==> config.mk <==
export PLATFORM = sky130hd
export DESIGN_NAME = mdio_responder
export DESIGN_NICKNAME = d
export VERILOG_FILES = /design/src/rtl/mdio_responder.sv
export SDC_FILE = /design/constraint.sdc
export NUM_CORES = 1
export LEC_CHECK = 0
export BUFFER_PORTS_ARGS = -buffer_cell sky130_fd_sc_hd__buf_2
export CORE_MARGIN = 3
export CORE_UTILIZATION = 50
export DETAILED_ROUTE_END_ITERATION = 10
export GPL_TIMING_DRIVEN = 0
export PLACE_DENSITY_LB_ADDON = 0.08
export SYNTH_ARGS = -nofsm -noshare
export SYNTH_HDL_FRONTEND = slang
export SYNTH_SLANG_ARGS = --single-unit
export TNS_END_PERCENT = 20
==> constraint.sdc <==
create_clock -name clock -period 1.9 [get_ports clock]
set_clock_uncertainty 0.05 [all_clocks]
set_input_delay 0.095 -clock clock [delete_from_list [all_inputs] [get_ports clock]]
set_output_delay 0.095 -clock clock [all_outputs]
set_load 0.05 [all_outputs]
==> src/rtl/mdio_responder.sv <==
// Clause 22 MDIO PHY-side responder; oversamples MDC/MDIO on the system clock.
// Optional `MDIO_BCAST_EN: PHY address 0 is also accepted for write frames.
module mdio_responder #(
  parameter logic [4:0] PHY_ADDR     = 5'b10000,
  parameter int         PREAMBLE_LEN = 32
) (
  input  logic        clock,
  input  logic        reset_n,
  input  logic        mdc,
  input  logic        mdio_in,
  output logic        mdio_out,
  output logic        mdio_oe,
  output logic [4:0]  reg_addr,
  output logic        reg_rd,
  input  logic [15:0] reg_rdata,
  output logic        reg_wr,
  output logic [15:0] reg_wdata,
  output logic        busy,
  output logic        frame_err
);

  localparam int             PRE_W   = $clog2(PREAMBLE_LEN + 1);
  localparam logic [PRE_W-1:0] PRE_MAX = PRE_W'(PREAMBLE_LEN);

  typedef enum logic [3:0] {IDLE, ST2, OP, PHYAD, REGAD, TA, RDATA, WDATA, SKIP} state_t;

  state_t state, state_nxt;

  logic mdc_p0, mdc_p1, mdc_p2;
  logic mdio_p0, mdio_p1;
  logic tick, bit_in;

  logic [PRE_W-1:0] pre_cnt, pre_cnt_nxt;
  logic [4:0]       bit_cnt, bit_cnt_nxt;
  logic             is_read, is_read_nxt;
  logic [15:0]      shift, shift_nxt;
  logic [4:0]       addr_nxt;
  logic [15:0]      wdata_nxt;
  logic             oe_nxt, out_nxt, rd_nxt, wr_nxt, err_nxt;
  logic             rd_p1;
  logic [4:0]       phy;
  logic             read_hit, write_hit;

  // stage p0/p1: two-flop synchronisers; p2 only remembers mdc for edge detection
  always_ff @(posedge clock) begin
    mdc_p0  <= mdc;
    mdc_p1  <= mdc_p0;
    mdc_p2  <= mdc_p1;
    mdio_p0 <= mdio_in;
    mdio_p1 <= mdio_p0;
  end

  assign tick   = mdc_p1 & ~mdc_p2;
  assign bit_in = mdio_p1;

  // On the last REGAD tick the header shifter holds PHYAD in [8:4].
  assign phy      = shift[8:4];
  assign read_hit = (phy == PHY_ADDR);
`ifdef MDIO_BCAST_EN
  assign write_hit = (phy == PHY_ADDR) || (phy == 5'd0);
`else
  assign write_hit = (phy == PHY_ADDR);
`endif

  assign busy = (state != IDLE);

  always_comb begin
    state_nxt   = state;
    pre_cnt_nxt = pre_cnt;
    bit_cnt_nxt = bit_cnt;
    is_read_nxt = is_read;
    shift_nxt   = shift;
    addr_nxt    = reg_addr;
    wdata_nxt   = reg_wdata;
    oe_nxt      = mdio_oe;
    out_nxt     = mdio_out;
    rd_nxt      = 1'b0;
    wr_nxt      = 1'b0;
    err_nxt     = 1'b0;

    // register bank answers two clocks after the read request
    if (rd_p1) shift_nxt = reg_rdata;

    if (tick) begin
      case (state)
        IDLE: begin
          if (bit_in) begin
            if (pre_cnt != PRE_MAX) pre_cnt_nxt = pre_cnt + PRE_W'(1);
          end else if (pre_cnt == PRE_MAX) begin
            state_nxt   = ST2;
            pre_cnt_nxt = '0;
          end else begin
            pre_cnt_nxt = '0;
          end
        end
        ST2: begin
          if (bit_in) begin
            state_nxt   = OP;
            bit_cnt_nxt = 5'd0;
          end else begin
            err_nxt   = 1'b1;
            state_nxt = IDLE;
          end
        end
        OP: begin
          shift_nxt   = {shift[14:0], bit_in};
          bit_cnt_nxt = bit_cnt + 5'd1;
          if (bit_cnt == 5'd1) begin
            bit_cnt_nxt = 5'd0;
            // 10 = read, 01 = write; equal bits are malformed
            if (shift[0] != bit_in) begin
              is_read_nxt = shift[0];
              state_nxt   = PHYAD;
            end else begin
              err_nxt   = 1'b1;
              state_nxt = IDLE;
            end
          end
        end
        PHYAD: begin
          shift_nxt   = {shift[14:0], bit_in};
          bit_cnt_nxt = bit_cnt + 5'd1;
          if (bit_cnt == 5'd4) begin
            bit_cnt_nxt = 5'd0;
            state_nxt   = REGAD;
          end
        end
        REGAD: begin
          shift_nxt   = {shift[14:0], bit_in};
          bit_cnt_nxt = bit_cnt + 5'd1;
          if (bit_cnt == 5'd4) begin
            bit_cnt_nxt = 5'd0;
            addr_nxt    = {shift[3:0], bit_in};
            if (is_read && read_hit) begin
              rd_nxt    = 1'b1;
              state_nxt = TA;
            end else if (!is_read && write_hit) begin
              state_nxt = TA;
            end else begin
              state_nxt = SKIP;
            end
          end
        end
        TA: begin
          bit_cnt_nxt = bit_cnt + 5'd1;
          if (bit_cnt == 5'd1) begin
            bit_cnt_nxt = 5'd0;
            if (is_read) begin
              oe_nxt    = 1'b1;
              out_nxt   = 1'b0;
              state_nxt = RDATA;
            end else begin
              state_nxt = WDATA;
            end
          end
        end
        RDATA: begin
          if (bit_cnt == 5'd16) begin
            oe_nxt      = 1'b0;
            out_nxt     = 1'b1;
            bit_cnt_nxt = 5'd0;
            state_nxt   = IDLE;
          end else begin
            out_nxt     = shift[15];
            shift_nxt   = {shift[14:0], 1'b0};
            bit_cnt_nxt = bit_cnt + 5'd1;
          end
        end
        WDATA: begin
          shift_nxt   = {shift[14:0], bit_in};
          bit_cnt_nxt = bit_cnt + 5'd1;
          if (bit_cnt == 5'd15) begin
            wdata_nxt   = {shift[14:0], bit_in};
            wr_nxt      = 1'b1;
            bit_cnt_nxt = 5'd0;
            state_nxt   = IDLE;
          end
        end
        SKIP: begin
          bit_cnt_nxt = bit_cnt + 5'd1;
          if (bit_cnt == 5'd17) begin
            bit_cnt_nxt = 5'd0;
            state_nxt   = IDLE;
          end
        end
        default: begin
          state_nxt   = IDLE;
          pre_cnt_nxt = '0;
          bit_cnt_nxt = 5'd0;
        end
      endcase
    end
  end

  always_ff @(posedge clock) begin
    shift <= shift_nxt;
    if (!reset_n) begin
      state     <= IDLE;
      pre_cnt   <= '0;
      bit_cnt   <= 5'd0;
      is_read   <= 1'b0;
      reg_addr  <= 5'd0;
      reg_wdata <= 16'd0;
      mdio_oe   <= 1'b0;
      mdio_out  <= 1'b1;
      reg_rd    <= 1'b0;
      reg_wr    <= 1'b0;
      frame_err <= 1'b0;
      rd_p1     <= 1'b0;
    end else begin
      state     <= state_nxt;
      pre_cnt   <= pre_cnt_nxt;
      bit_cnt   <= bit_cnt_nxt;
      is_read   <= is_read_nxt;
      reg_addr  <= addr_nxt;
      reg_wdata <= wdata_nxt;
      mdio_oe   <= oe_nxt;
      mdio_out  <= out_nxt;
      reg_rd    <= rd_nxt;
      reg_wr    <= wr_nxt;
      frame_err <= err_nxt;
      rd_p1     <= reg_rd;
    end
  end

endmodule

==> results of run 1 <==
## cells in the final DEF (no fill, tap or decap), drive strengths merged, types with 4 or more instances in the layout
cell type and n:
dlygate4sd3 18, a21boi 17, nor2b 14, xor2 6
ha 7, nor3 8, nand3 11, nor2 13
and3 7, mux2i 28, o211ai 5, inv 7
o21ai 27, clkbuf 24, nand2 58, a21oi 6
dfxtp 64, nand2b 4, buf 54
## metrics by stage
step / TNS [ns] / total power, mW / hold WS (ns)
after floorplan: 0 / 1.43 / 0.0727
after global placement: -3.21 / 1.46 / 0.149
after detailed placement: -4.17 / 1.46 / 0.149
after CTS: 0 / 2.82 / 0.173
after global routing: -1.07 / 2.89 / 0.211
final: -0.0622 / 2.80 / 0.183
## final cells by class
cell class / count / area [µm²]
plain buffers: 21 / 111
clock buffers: 10 / 138
clock inverters: 6 / 92.6
fillers: 489 / 1880
inverters: 7 / 26.3
multi-input cells: 251 / 1700
flip-flops and latches: 64 / 1290
well taps: 72 / 90.1
repair buffers: 65 / 420
## path summary, 6_finish.rpt
path         startpoint         end  slack, ns  cells after the start
max            state[2]    state[0]      -0.03                      7
min             reset_n  bit_cnt[0]       0.18                      2
max reg2reg    state[2]    state[0]      -0.03                      7
min reg2reg     mdio_p0      bit_in       0.27                      0
## power groups by stage
| stage | logic (mW) | registers [mW] | clock network (mW) |
|---|---|---|---|
| 6_report | 0.107 | 1.35 | 1.34 |
| 5_1_grt | 0.117 | 1.35 | 1.42 |
| 2_1_floorplan | 0.0433 | 1.38 | 0 |
| 3_5_place_dp | 0.0763 | 1.38 | 0 |
| 4_1_cts | 0.105 | 1.35 | 1.36 |
| 3_3_place_gp | 0.0768 | 1.38 | 0 |
## state kept, by name, indices dropped and copies added, names as in the netlist, 4 cells and up
name       cells
reg_addr       5
bit_cnt        5
shift         16
pre_cnt        6
reg_wdata     16
state          4
## Yosys cell counts (all sizes together), types with 8 or more instances
cell type / n / share of area [%]
nand3: 11 / 1.8
mux2i: 28 / 9.1
buf: 10 / 2.0
nor3: 8 / 1.5
clkbuf: 13 / 1.6
nor2: 13 / 1.7
a21boi: 17 / 4.1
o21ai: 27 / 4.4
nor2b: 14 / 2.8
nand2: 58 / 7.1
dfxtp: 64 / 42
## logic make-up after synthesis
group	count (synthesis)	share of synthesized area, %
AOI/OAI and AO/OA	74	17.1
xor gates and xnor gates	7	1.99
adders and majority gates	7	2.85
buffers and inverters	30	4.43
DFF	64	41.6
muxes	28	9.11
and+or+nand+nor	135	22.9
## metal layers
| metal | track usage (%) | vias to the layer above |
|---|---|---|
| met4 | 8.35 | 0 |
| met5 | 0 | - |
| met3 | 4.91 | 17 |
| met1 | 30.2 | 1264 |
| met2 | 33.7 | 94 |
| li1 | - | 1357 |
## worst max-delay path, cell delays in order, from the launching register on
cell and delay [ns]:
dfxtp_1 0.34, buf_2 0.18, or3b_4 0.40, a211oi_2 0.30, nor3_2 0.07, buf_4 0.16
nand4_4 0.15, mux2i_1 0.21
## what timing repair did
| action | 4_1_cts | 5_1_grt |
|---|---|---|
| pin swaps | 1 | 0 |
| hold buffers | 18 | 0 |
| endpoints found under the setup margin | 35 | 50 |
| resized for setup | 12 | 9 |
| endpoints found under the hold margin | 18 | 0 |
| setup buffers | 2 | 0 |
==> flow_summary.ini, run 1 <==
[logic_synthesis]
synth_edf_count = 0
synth_area_um2 = 3080
yosysSeqAreaShare_pct = 41.6
async_reset_ff_share_pct = 0
synthDistinctLibCells = 56
syn-instance-count = 345
synth_seq_cells = 64
synth.avg_cell_area_um2 = 8.92
yosys_warnings = 0
synth-main-ff-cell = dfxtp_1
synth_nets = 372

[route]
drt_wl_total_mm = 7.51
dr.pass1.iters = 4
ant_nets = 0
drc = 0
dr_wl_met3_um = 495
wl_met2_mm = 3.32
vias = 2732
wl_per_cell_um = 15.1
met1_length_mm = 3.53
viasPerCell = 5.51
top_layer_used = met4
drtIter0Drc = 217

[pwr]
ir_drop_v = 0.000785
p_leak_nw = 1.58
power_density_nw_per_um2 = 723
p_sw_share_pct = 21.9
p_clk_share_pct = 47.8
internal_power_mw = 2.18
combPwrFrac_pct = 3.8
pwr-share-seq_pct = 48.4
switchingPower_uw = 613

[final_layout]
fin_area_um2 = 3870
final_net_count = 446
syn2layout_area_growth_pct = 25.7
layout-drive-gt1-share_pct = 22.9
finalNonFillerCells = 496
diodes = 0
final_util_pct = 67.3

[clock_tree]
cts_buffers = 9
cts_max_level = 3
clk_pin_slew_ns = 0.07
cts.sinks = 64
insertion_delay_ns = 0.34
clk_path_buf_depth = 2
cts_tree = built
root_buffer = clkbuf_8

[global_routing]
antenna_found_initial = 0
grt_pass1_wl_mm = 12.7
track_usage_pct = 22.0
grt_max_degree = 13
grt_pass1_vias = 2630
grt_overflow = 0

[placement]
hpwl_mm = 5.06
routabilityCongestion = 0.894
dp_cells = 462
dpl_cell_area_um2 = 3390
pre_cts_ws_ns = -0.236
portBuffers = 45

[timing]
grt_setup_unrepaired = yes
final_hold_viol_count = 0
timing.final.crit_period_ns = 1.93
slew_viol_final = 0
fmax_mhz = 517
setup_slack_ns = -0.0327
relSlewSlack_pct = 52.5
min_period_over_period_pct = 102
worst_pin_slew_ns = 0.713
finalSetupViolCount = 4

[setup_path]
crit_fanout = 10
arrival_ns = 2.15
required_ns = 2.11
endpoint_kind = flop
cp-start-kind = flop
critPathKind = flop to flop

[floorplanning]
rows = 27
dieArea_um2 = 7130
die_y_um = 84.5
core_um2 = 5740
initial_utilization_pct = 53.6
io_pins = 47
dieWidth_um = 84.5

[run_status]
failed_checks = setup timing
status = complete, but fails checks

[hold_path]
hold_class = primary input to flop

[flow_run]
drv_cap = 0
Note: power is estimated with default switching activity, not from simulation.
==> inputs of run 2 (changes only) <==
Settings changed: REMOVE_ABC_BUFFERS set to 1.
==> run 2 against run 1 <==
Effect of this change: the run now ends clean; non-clock buffer count down 13; die area unchanged; register-to-register slack better by 0.09 ns; clock power down 16%; first-iteration DRC count down 38%; utilization up 0.13 points.
==> flow_summary.ini, run 2 (synthesized netlist as in run 1, its figures left out) <==
[global_routing]
met3_usage_pct = 5.99
grt_most_used_layer = met2
grt_pass1_vias = 2353
met2_usage_pct = 30.4
use_met1_pct = 26.7
grt_max_degree = 45
track_usage_pct = 19.7
grt_pass1_wl_mm = 11.4
antenna_found_initial = 0
grt_overflow = 0

[floorplanning]
core_um2 = 5740
die_y_um = 84.5
dieArea_um2 = 7130
io_pins = 47
initial_utilization_pct = 53.6
rows = 27
dieWidth_um = 84.5

[pwr]
combPwrFrac_pct = 3.8
p_sw_share_pct = 21.2
ir_drop_v = 0.000589
p_clk_share_pct = 43.8
p_leak_nw = 1.53
power_density_nw_per_um2 = 665
switchingPower_uw = 546
pwr-share-seq_pct = 52.4
internal_power_mw = 2.03

[placement]
hpwl_mm = 4.25
portBuffers = 46
routabilityCongestion = 0.828
pre_cts_ws_ns = -0.555

[clock_tree]
cts_buffers = 9
clk_pin_slew_ns = 0.06
clk_path_buf_depth = 2
cts_max_level = 3
cts.sinks = 64
root_buffer = clkbuf_8
insertion_delay_ns = 0.34
cts_tree = built

[timing]
setup_slack_ns = 0.0581
worst_pin_slew_ns = 0.985
fmax_mhz = 543
slew_viol_final = 0
final_hold_viol_count = 0
finalSetupViolCount = 0
min_period_over_period_pct = 96.9
relSlewSlack_pct = 34.2
grt_setup_unrepaired = yes
timing.final.crit_period_ns = 1.84

[route]
viasPerCell = 5.45
ant_nets = 0
vias = 2627
drc = 0
dr.pass1.iters = 6
drt_wl_total_mm = 6.79
drtIter0Drc = 135
wl_per_cell_um = 14.1

[setup_path]
cp-start-kind = flop
critPathKind = flop to flop
arrival_ns = 2.01
cp_slowest_cell = or4_4
crit_fanout = 15
cp_slowest_stage_delay_ns = 0.60
cp_cell_sequence = or4_4 -> a41oi_4 -> o2111ai_1 -> xor2_1 -> nor2_1
path_buf_inv = 0
endpoint_kind = flop
required_ns = 2.07
cp_top_family = simple AND/OR/NAND/NOR gates

[hold_path]
hold_class = primary input to flop

[final_layout]
layout-drive-gt1-share_pct = 24.9
syn2layout_area_growth_pct = 25.9
largest_registers = reg_wdata: 16 flops, shift: 16 flops, pre_cnt: 6 flops
final_common_cell = nand2_1
most-common-layout-cells = 57 x nand2_1, 54 x dfxtp_1, 46 x buf_2
nFillCells = 475
diodes = 0
final_util_pct = 67.5
final_net_count = 433

[flow_run]
drv_cap = 0

[run_status]
status = finished clean
[run 2: cell types whose count changed in the layout (fill, tap and decap cells not counted), sizes merged]
cell / before / now
clkinv: 2 / 1
clkbuf: 24 / 12
bufinv: 2 / 1
buf: 54 / 55
clkinvlp: 2 / 1
[run 2: per-layer routing]
layer | wire [µm] | part of all wire, % | vias to the layer above
li1 | - | - | 1335
met1 | 3220 | 47 | 1206
met2 | 3090 | 46 | 74
met3 | 372 | 5.5 | 12
met4 | 102 | 1.5 | 0
met5 | 0 | 0 | -
[run 2: metrics by stage]
stage / hold WS (ns) / total power [mW] / TNS (ns) / instance area, µm² / instances
5_1_grt: 0.282 / 2.68 / -0.0721 / 3870 / 482
4_1_cts: 0.238 / 2.62 / -0.00185 / 3740 / 475
3_3_place_gp: 0.150 / 1.45 / -32.65 / 3290 / 440
6_report: 0.263 / 2.58 / 0 / 3870 / 482
3_5_place_dp: 0.149 / 1.45 / -14.87 / 3310 / 441
2_1_floorplan: 0.0727 / 1.42 / -9.37 / 2970 / 322
[run 2: path summary, 6_finish.rpt]
check	to	slack, ns	start	depth (start not counted)
max reg2reg	pre_cnt[5]	0.06	state[3]	5
min	mdio_out	0.26	reset_n	2
min reg2reg	bit_in	0.28	mdio_p0	0
max	pre_cnt[5]	0.06	state[3]	5
[run 2: layout make-up]
| type | count | area [µm²] | share of cell area (%) |
|---|---|---|---|
| inverters | 7 | 28.8 | 0.743 |
| well taps | 72 | 90.1 | 2.32 |
| clock inverters | 3 | 42.5 | 1.10 |
| repair buffers | 73 | 482 | 12.4 |
| clock buffers | 12 | 145 | 3.75 |
| flip-flops and latches | 64 | 1310 | 33.8 |
| multi-input cells | 251 | 1780 | 45.9 |
[run 2: timing repair]
| action | in CTS | in global routing |
|---|---|---|
| pin swaps | 1 | 8 |
| setup endpoints to repair | 51 | 47 |
| hold buffers | 18 | 0 |
| endpoints found under the hold margin | 18 | 0 |
| buffers inserted | 1 | 7 |
| gates resized for setup | 13 | 25 |
[run 2: power groups by stage]
stage               registers (mW)  clock network [mW]  logic, mW
global placement              1.39                   0     0.0667
detailed placement            1.39                   0     0.0663
global route                  1.35                1.22      0.107
floorplan                     1.39                   0     0.0301
CTS                           1.36                1.16     0.0977
finish                        1.35                1.13     0.0981
